<file path="src/rtl/fetch_stage.sv">
// Instruction-fetch stage: PC register, instruction-memory request handshake and IF/ID register.
// Handles hazard-unit stalls, EX-stage redirects and bubbles while memory is slow.
module fetch_stage #(
    parameter int              XLEN      = 64,
    parameter logic [XLEN-1:0] RESET_PC  = '0,
    parameter logic [31:0]     NOP_INSTR = 32'h0000_0013
) (
    input  logic            clk,
    input  logic            reset,
    input  logic            pc_write,
    input  logic            if_id_write,
    input  logic            branch_taken,
    input  logic [XLEN-1:0] branch_target,
    output logic            imem_req,
    output logic [XLEN-1:0] imem_addr,
    input  logic [31:0]     imem_rdata,
    input  logic            imem_ready,
    output logic [XLEN-1:0] pc_out,
    output logic [XLEN-1:0] if_id_pc,
    output logic [31:0]     if_id_instr,
    output logic            if_id_valid
);

    // S_HOLD parks a returned word while the pipeline is stalled;
    // S_DROP waits out a request whose address was redirected away.
    typedef enum logic [1:0] {
        S_REQ,
        S_HOLD,
        S_DROP
    } state_t;

    state_t          state;
    logic [XLEN-1:0] pc;
    logic [XLEN-1:0] redirect_pc;
    logic [31:0]     fetch_buf;

    logic            adv;
    logic            deliver;
    logic            bubble;
    logic [31:0]     deliver_instr;

    assign adv       = pc_write & if_id_write;
    assign imem_req  = !reset && (state != S_HOLD);
    assign imem_addr = pc;
    assign pc_out    = pc;

    // IF/ID load decode: a real instruction, a bubble, or hold.
    always_comb begin
        // NOTE: every output gets a default first so no path can infer a latch.
        deliver       = 1'b0;
        bubble        = 1'b0;
        deliver_instr = imem_rdata;
        case (state)
            S_REQ: begin
                if (branch_taken)
                    bubble = 1'b1;
                else if (imem_ready && adv)
                    deliver = 1'b1;
                else if (!imem_ready && if_id_write)
                    bubble = 1'b1;
            end
            S_HOLD: begin
                deliver_instr = fetch_buf;
                if (branch_taken)
                    bubble = 1'b1;
                else if (adv)
                    deliver = 1'b1;
            end
            S_DROP: begin
                bubble = branch_taken | if_id_write;
            end
            default: begin
                bubble = 1'b1;
            end
        endcase
    end

    // NOTE: state registers use non-blocking assignments so every update sees pre-edge values.
    always_ff @(posedge clk) begin
        if (reset) begin
            state       <= S_REQ;
            pc          <= RESET_PC;
            redirect_pc <= '0;
            fetch_buf   <= '0;
            if_id_pc    <= '0;
            if_id_instr <= NOP_INSTR;
            if_id_valid <= 1'b0;
        end else begin
            if (deliver) begin
                if_id_pc    <= pc;
                if_id_instr <= deliver_instr;
                if_id_valid <= 1'b1;
            end else if (bubble) begin
                if_id_pc    <= '0;
                if_id_instr <= NOP_INSTR;
                if_id_valid <= 1'b0;
            end

            case (state)
                S_REQ: begin
                    if (branch_taken) begin
                        if (imem_ready) begin
                            pc <= branch_target;
                        end else begin
                            redirect_pc <= branch_target;
                            state       <= S_DROP;
                        end
                    end else if (imem_ready) begin
                        if (adv) begin
                            pc <= pc + XLEN'(4);
                        end else begin
                            fetch_buf <= imem_rdata;
                            state     <= S_HOLD;
                        end
                    end
                end
                S_HOLD: begin
                    if (branch_taken) begin
                        pc    <= branch_target;
                        state <= S_REQ;
                    end else if (adv) begin
                        pc    <= pc + XLEN'(4);
                        state <= S_REQ;
                    end
                end
                S_DROP: begin
                    if (branch_taken)
                        redirect_pc <= branch_target;
                    if (imem_ready) begin
                        pc    <= branch_taken ? branch_target : redirect_pc;
                        state <= S_REQ;
                    end
                end
                default: begin
                    state <= S_REQ;
                end
            endcase
        end
    end

endmodule

</file>
<file path="config.mk">
export PLATFORM = sky130hd
export DESIGN_NAME = fetch_stage
export DESIGN_NICKNAME = d
export VERILOG_FILES = /design/src/rtl/fetch_stage.sv
export SDC_FILE = /design/constraint.sdc
export NUM_CORES = 1
export LEC_CHECK = 0
export ABC_AREA = 1
export ABC_CLOCK_PERIOD_IN_PS = 3600
export CAP_MARGIN = 20
export CELL_PAD_IN_SITES_DETAIL_PLACEMENT = 1
export CELL_PAD_IN_SITES_GLOBAL_PLACEMENT = 2
export CORE_MARGIN = 8
export CORE_UTILIZATION = 28
export DETAILED_ROUTE_END_ITERATION = 10
export GPL_TIMING_DRIVEN = 0
export MAX_ROUTING_LAYER = met4
export PLACE_DENSITY_LB_ADDON = 0.05
export REMOVE_ABC_BUFFERS = 1
export SLEW_MARGIN = 5
export SYNTH_ARGS = -nofsm -noshare
export SYNTH_HDL_FRONTEND = slang
export SYNTH_SLANG_ARGS = --single-unit
</file>
<file path="constraint.sdc">
create_clock -name clk -period 3.6 [get_ports clk]
set_input_delay 1.08 -clock clk [delete_from_list [all_inputs] [get_ports clk]]
set_output_delay 1.08 -clock clk [all_outputs]
set_load 0.02 [all_outputs]
</file>
[Word level (Yosys, flattened, before mapping)]
Cells that the tools add are included.
Word-level totals
  logic and storage cells: 72
  output and inout port bits: 226
  bits of input ports: 102
  register bits after elaboration: 259
Cells by class
  mux-type cells: 36
  bitwise gates (word level): 4
  reductions and logical operators: 13
  equal/unequal tests: 11
  add/subtract/negate cells: 1
Operators with widths (number)
  two-way mux 64 bit: 11
  case mux 64 bit (3 select lines): 1
  case mux 64 bit (2 select lines): 1
  two-way mux 32 bit: 3
  adder 64 x 3 -> 64 bit (second input constant): 1
  two-way mux 2 bit: 7
  != test 3 bit (second input constant): 4
  two-way mux 1 bit: 10
  != test 2 bit (second input constant): 4
  case mux 2 bit (3 select lines): 1
  AND reduction 3 bit: 2
  AND reduction 5 bit: 1
  AND reduction 4 bit: 1
  nonzero test 2 bit: 2
  logical AND 1 bit: 3
  case mux 1 bit (3 select lines): 1
  nonzero test 3 bit: 1
  == test 2 x 1 -> 1 bit (second input constant): 1
  == test 2 bit (second input constant): 1
  logical NOT 1 bit: 2
  logical NOT 2 bit: 1
  != test 2 x 1 -> 1 bit (second input constant): 1
  inverter 1 bit: 2
  case mux 1 bit (2 select lines): 1
  2 further kinds: 2

[Logic depth before layout (Yosys ltp)]
Gate-level depths: netlist of run 1.
  depth in word-level cells: 8
  mapped depth: 14
  gate-level depth less buffers: 14

[Worst setup path after synthesis of run 1]
No wires, ideal clock.
  kind: input-to-output
  start point: in reset
  end point: out imem_req
  setup slack: 807 ps
  arrival time: 1713 ps
  stages: 3
  path buffers: 2
  data required time: 2520 ps
  cell sequence: clkbuf_1 clkbuf_1 nor2_1
On the way
  longest elaborated chain between the ends: 2
RTL lines
  from (decl): line 9  | input logic reset,
  logical NOT 1 bit: line 43  | assign imem_req = !reset && (state != S_HOLD);
  logical AND 1 bit: line 43
  to (decl): line 14  | output logic imem_req,
Every way passes these cells.

[Worst setup path in the final report of run 1]
Same ends and word-level chain as after synthesis.

==> flow_summary.ini, run 1 <==
[global_route]
grt_max_degree = 96
first_global_vias = 15100
antenna_found_initial = 2
grt_usage_pct = 20.3
grt_pass1_wl_um = 88900
overflow = 0

[drt]
post_drt_via_cell_ratio = 4.96
antenna_left = 0
drtIter0Drc = 681
routed_wl_um = 56100
wire_per_inst_um = 19.0
vias = 14600
drt-pass1-iter-count = 5
drc_errors = 0

[floorplanning]
die_y_um = 236
die_w_um = 236
dieArea_mm2 = 0.0556
core_area_mm2 = 0.0477
ios = 328
rows = 80
start_util_pct = 28.3

[critical_path]
start_kind = primary input
critical_path_class = in -> out
cp.arrival_ns = 2.41
reg2regPathDepth = 6
r2r-end = redirect_pc[60]$_SDFFE_PP0P_
rrSetupSlack_ns = 0.99
critPathCaptureType = output pin
startpoint = reset
timing.critical_path.fanout_max = 65
cp-endpoint = imem_req
r2r-start = state[1]$_SDFFE_PP0P_
critical_path_required_ns = 2.52

[timing]
fmax_ghz = 0.287
tns_ns = 0
rsz0062_at_grt = false
fin_crit_ns = 3.49
whs_ns = 0.449
hold_viol_final = 0
maxSlewHeadroom_pct = 39.7
slew_violations = 0
finClkSkew_ns = 0.0161
finalSetupViolations = 0
tightest_slew_ns = 0.902
period_share_pct = 96.9

[synthesis]
synth_seq_cells = 259
synth.top_cells.by_area = dfxtp_1 (38%), nand2_1 (19%), a21oi_1 (14%)
yosysTopAreaCellShare_pct = 38.3
synth_seq_area_share_pct = 38.3
synth_cell_types = 32
synth_area_leader_cell = dfxtp_1
syn_inst = 2126
synth_area_mm2 = 0.0135
avgSynthCellArea_um2 = 6.36
yosysWarnings = 0

[pwr]
leakage_nw = 6.59
p_int_w = 0.00565
switching_share_pct = 29.5
p_per_area_mw_per_mm2 = 441
seqPwrFrac_pct = 40.7
combPwrFrac_pct = 17.5
clkPwrFrac_pct = 41.9
p_switching_w = 0.00236
vdd_drop_max_v = 0.000237

[hold_path]
holdCritPathClass = reg -> reg

[layout]
design_area_mm2 = 0.0181
syn_to_final_growth_pct = 34.2
drive_above_1_share_pct = 3.85
nets = 2419

[cts]
htreeDepth = 2
cts-root-buf = clkbuf_16
clockBufferDepth = 3
clk_pin_slew_ns = 0.06
insertion_delay_ns = 0.53
numCtsBuffers = 34
cts_sinks = 259
cts_tree = done

[place]
dp.final_hpwl_um = 39900
portBuffers = 327
placed_area_mm2 = 0.0170
gp_congestion = 0.836

[job]
maxCapViolations = 0

[outcome]
run_status = completed
## routing by layer
metal / vias up / global-route usage (%) / routed length (um)
met5: - / - / 0
met4: 0 / 4.07 / 717
met3: 44 / 3.11 / 1950
met2: 230 / 34.0 / 26800
met1: 7122 / 25.7 / 26700
li1: 7250 / - / -
## placed cells by master (no fill, tap or decap), types with 2 or more instances in the layout
master,n
a21oi_1,373
a221oi_1,3
a31oi_1,2
buf_12,5
buf_16,12
buf_4,2
buf_8,2
clkbuf_1,6
clkbuf_16,35
clkbuf_8,9
clkdlybuf4s50_1,325
clkinv_2,4
dfxtp_1,259
diode_2,2
inv_1,78
inv_2,6
inv_6,4
nand2_1,686
nand3_1,23
nand3b_1,5
nand4_1,9
nor2_1,218
nor2_4,3
nor3_1,4
o21ai_0,225
o21bai_1,9
xnor2_1,3
xor2_1,12
## layout make-up
class                      count  area, um^2
tap                          615         769
clock buffer                  50        1020
antenna                        2        5.00
sequential                   259        5180
clock inverter                 6        58.8
timing repair buffer         347        3740
inverter                      87         342
fill                        5982       29600
multi-input combinational   1587        7030
## how the worst min path moves through the flow
stage | startpoint | endpoint | slack [ns] | cells after the start
3_5_place_dp | fetch_buf[16]$_SDFFE_PP0P_ | fetch_buf[16]$_SDFFE_PP0P_ | 0.44 | 2
5_1_grt | fetch_buf[12]$_SDFFE_PP0P_ | fetch_buf[12]$_SDFFE_PP0P_ | 0.47 | 2
6_report | fetch_buf[16]$_SDFFE_PP0P_ | fetch_buf[16]$_SDFFE_PP0P_ | 0.45 | 2
3_3_place_gp | fetch_buf[29]$_SDFFE_PP0P_ | fetch_buf[29]$_SDFFE_PP0P_ | 0.43 | 2
2_1_floorplan | fetch_buf[10]$_SDFFE_PP0P_ | fetch_buf[10]$_SDFFE_PP0P_ | 0.43 | 2
4_1_cts | fetch_buf[12]$_SDFFE_PP0P_ | fetch_buf[12]$_SDFFE_PP0P_ | 0.45 | 2
## synthesized netlist by cell type, drive strengths merged
library cell    n
a2111oi         1
a211oi          1
a21boi          1
a21oi         374
a221oi          3
a31oi           2
and2            1
buf           107
clkbuf         86
dfxtp         259
ha              1
inv            87
nand2         687
nand3          24
nand3b          5
nand4           9
nor2          222
nor3            5
nor4            1
o211ai          1
o21ai         225
o21bai          9
xnor2           3
xor2           12
## metrics by stage
step / util [%] / setup slack, ns / total power [W] / std cells
finish: 38.0 / 0.110 / 0.00801 / 2953
CTS: 38.0 / 0.0558 / 0.00817 / 2950
detailed placement: 35.7 / -0.528 / 0.00474 / 2894
global route: 38.0 / 0.0370 / 0.00841 / 2953
global placement: 34.7 / -12.40 / 0.00468 / 2875
floorplan: - / -4.62 / 0.00394 / 1933
## power by group through the flow
stage / clock network (W) / logic (W) / registers, W
4_1_cts: 0.00349 / 0.00142 / 0.00326
5_1_grt: 0.00358 / 0.00154 / 0.00329
3_5_place_dp: 0 / 0.00141 / 0.00332
3_3_place_gp: 0 / 0.00137 / 0.00332
6_report: 0.00335 / 0.00140 / 0.00326
2_1_floorplan: 0 / 0.000540 / 0.00340
## cells by family after synthesis
logic type	synth area share, %
compound gates	23.2
xor+xnor	0.972
fa+ha+maj	0.0925
buf+inv	9.93
flops	38.3
simple gates	27.5
## sequential cells by signal, indices dropped and copies added, names as in the netlist
signal / flops
if_id_instr: 32
state: 2
redirect_pc: 64
fetch_buf: 32
imem_addr: 64
if_id_pc: 64
if_id_valid: 1
## critical path, cell delays in order
cell             delay [ns]
buf_6                  0.30
buf_16                 0.33
nor2_1                 0.09
clkdlybuf4s50_1        0.55
## timing repair
item                                    in CTS  in global routing
resized for setup                            1                  1
setup buffers                                0                  1
hold endpoints to repair                     0                  0
hold buffers                                 0                  0
gates cloned                                 0                  0
endpoints found under the setup margin       1                 58
pin swaps                                    0                  1
(Power assumes the default switching activity.)
==> run 2, diff against run 1 <==
- ABC_CLOCK_PERIOD_IN_PS: 3600 -> 4100
- clock period: 3.6 -> 4.1 ns (I/O delays scaled with it)
==> flow_summary.ini, run 2 (synthesis results as in run 1) <==
[critical_path]
critPathCaptureType = output pin
critical_path_class = in -> out
timing.critical_path.fanout_max = 65
start_kind = primary input
cp.arrival_ns = 2.69
reg2regPathDepth = 10
critical_path_required_ns = 2.87

[timing]
whs_ns = 0.449
hold_viol_final = 0
maxSlewHeadroom_pct = 39.6
period_share_pct = 95.7
tightest_slew_ns = 0.903
finalSetupViolations = 0
slew_violations = 0
finClkSkew_ns = 0.0147
rsz0062_at_grt = false
fmax_ghz = 0.255
fin_crit_ns = 3.92

[drt]
post_drt_via_cell_ratio = 4.96
drc_errors = 0
routed_wl_um = 56100
drtIter0Drc = 691
wire_per_inst_um = 19.0
antenna_left = 0
routedLengthMet1_um = 26600
dr_wl_met2_um = 26800
highest_layer = met4
drt-pass1-iter-count = 5
vias = 14600
wl_met3_um = 1990

[global_route]
grt_max_degree = 96
antenna_found_initial = 2
grt_pass1_wl_um = 88900
overflow = 0
grt_usage_pct = 20.3
first_global_vias = 15100

[place]
gp_congestion = 0.836
portBuffers = 327
dp.final_hpwl_um = 39900

[floorplanning]
start_util_pct = 28.3
ios = 328
rows = 80
dieArea_mm2 = 0.0556
core_area_mm2 = 0.0477
die_y_um = 236
die_w_um = 236

[layout]
mostFrequentLayoutCells = nand2_1 (686), a21oi_1 (373), clkdlybuf4s50_1 (325)
mostFrequentLayoutCell = nand2_1
nets = 2418
syn_to_final_growth_pct = 34.1
drive_above_1_share_pct = 3.81
fin_util_pct = 38.0

[cts]
cts_setup_buffers = 0
cts_sinks = 259
htreeDepth = 2
insertion_delay_ns = 0.53
cts_tree = done
numCtsBuffers = 34
cts_resized = 0
cts-root-buf = clkbuf_16
clockBufferDepth = 3
cts_hold_buf = 0
clk_pin_slew_ns = 0.06

[hold_path]
holdPathStages = 2
holdCritPathClass = reg -> reg

[job]
maxCapViolations = 0

[outcome]
run_status = completed

[pwr]
p_per_area_mw_per_mm2 = 388
leakage_nw = 6.58
p_total_w = 0.00703
vdd_drop_max_v = 0.000209
==> run 2: critical path, cell delays in order <==
cell             delay, ns
buf_4                 0.42
buf_16                0.35
nor2_1                0.09
clkdlybuf4s50_1       0.55
==> run 2: final timing paths <==
check	from	end	slack [ns]
max	reset	imem_req	0.18
min	fetch_buf[16]$_SDFFE_PP0P_	fetch_buf[16]$_SDFFE_PP0P_	0.45
max reg2reg	state[1]$_SDFFE_PP0P_	if_id_pc[37]$_SDFFE_PP0P_	1.31
min reg2reg	fetch_buf[16]$_SDFFE_PP0P_	fetch_buf[16]$_SDFFE_PP0P_	0.45
==> run 2: metrics by stage <==
step / cell area [um^2] / setup TNS, ns / worst slack, ns / cells
detailed placement: 17000 / -8.18 / -0.178 / 2894
global placement: 16500 / -2196.87 / -11.90 / 2875
global route: 18100 / 0 / 0.0888 / 2952
finish: 18100 / 0 / 0.175 / 2952
CTS: 18100 / 0 / 0.144 / 2950
floorplan: 12500 / -339.26 / -4.12 / 1933
==> run 2: power breakdown <==
group | switching (W) | internal [W] | leakage (nW)
logic | 0.000712 | 0.000514 | 3.93
clock network | 0.00117 | 0.00178 | 0.537
registers | 0.000196 | 0.00266 | 2.12
total | 0.00207 | 0.00496 | 6.58
==> run 2: final cells by class <==
type,instances,area (um^2)
Multi-Input combinational cell,1587,7030
Timing Repair Buffer,346,3730
Sequential cell,259,5180
Antenna cell,2,5.00
Clock inverter,6,58.8
Fill cell,5981,29600
Inverter,87,339
Tap cell,615,769
Clock buffer,50,1020
==> run 2: routing by layer <==
metal | GRT usage (%) | vias to the layer above
li1 | - | 7246
met1 | 25.7 | 7127
met2 | 34.0 | 226
met3 | 3.11 | 46
met4 | 4.07 | 0
met5 | - | -
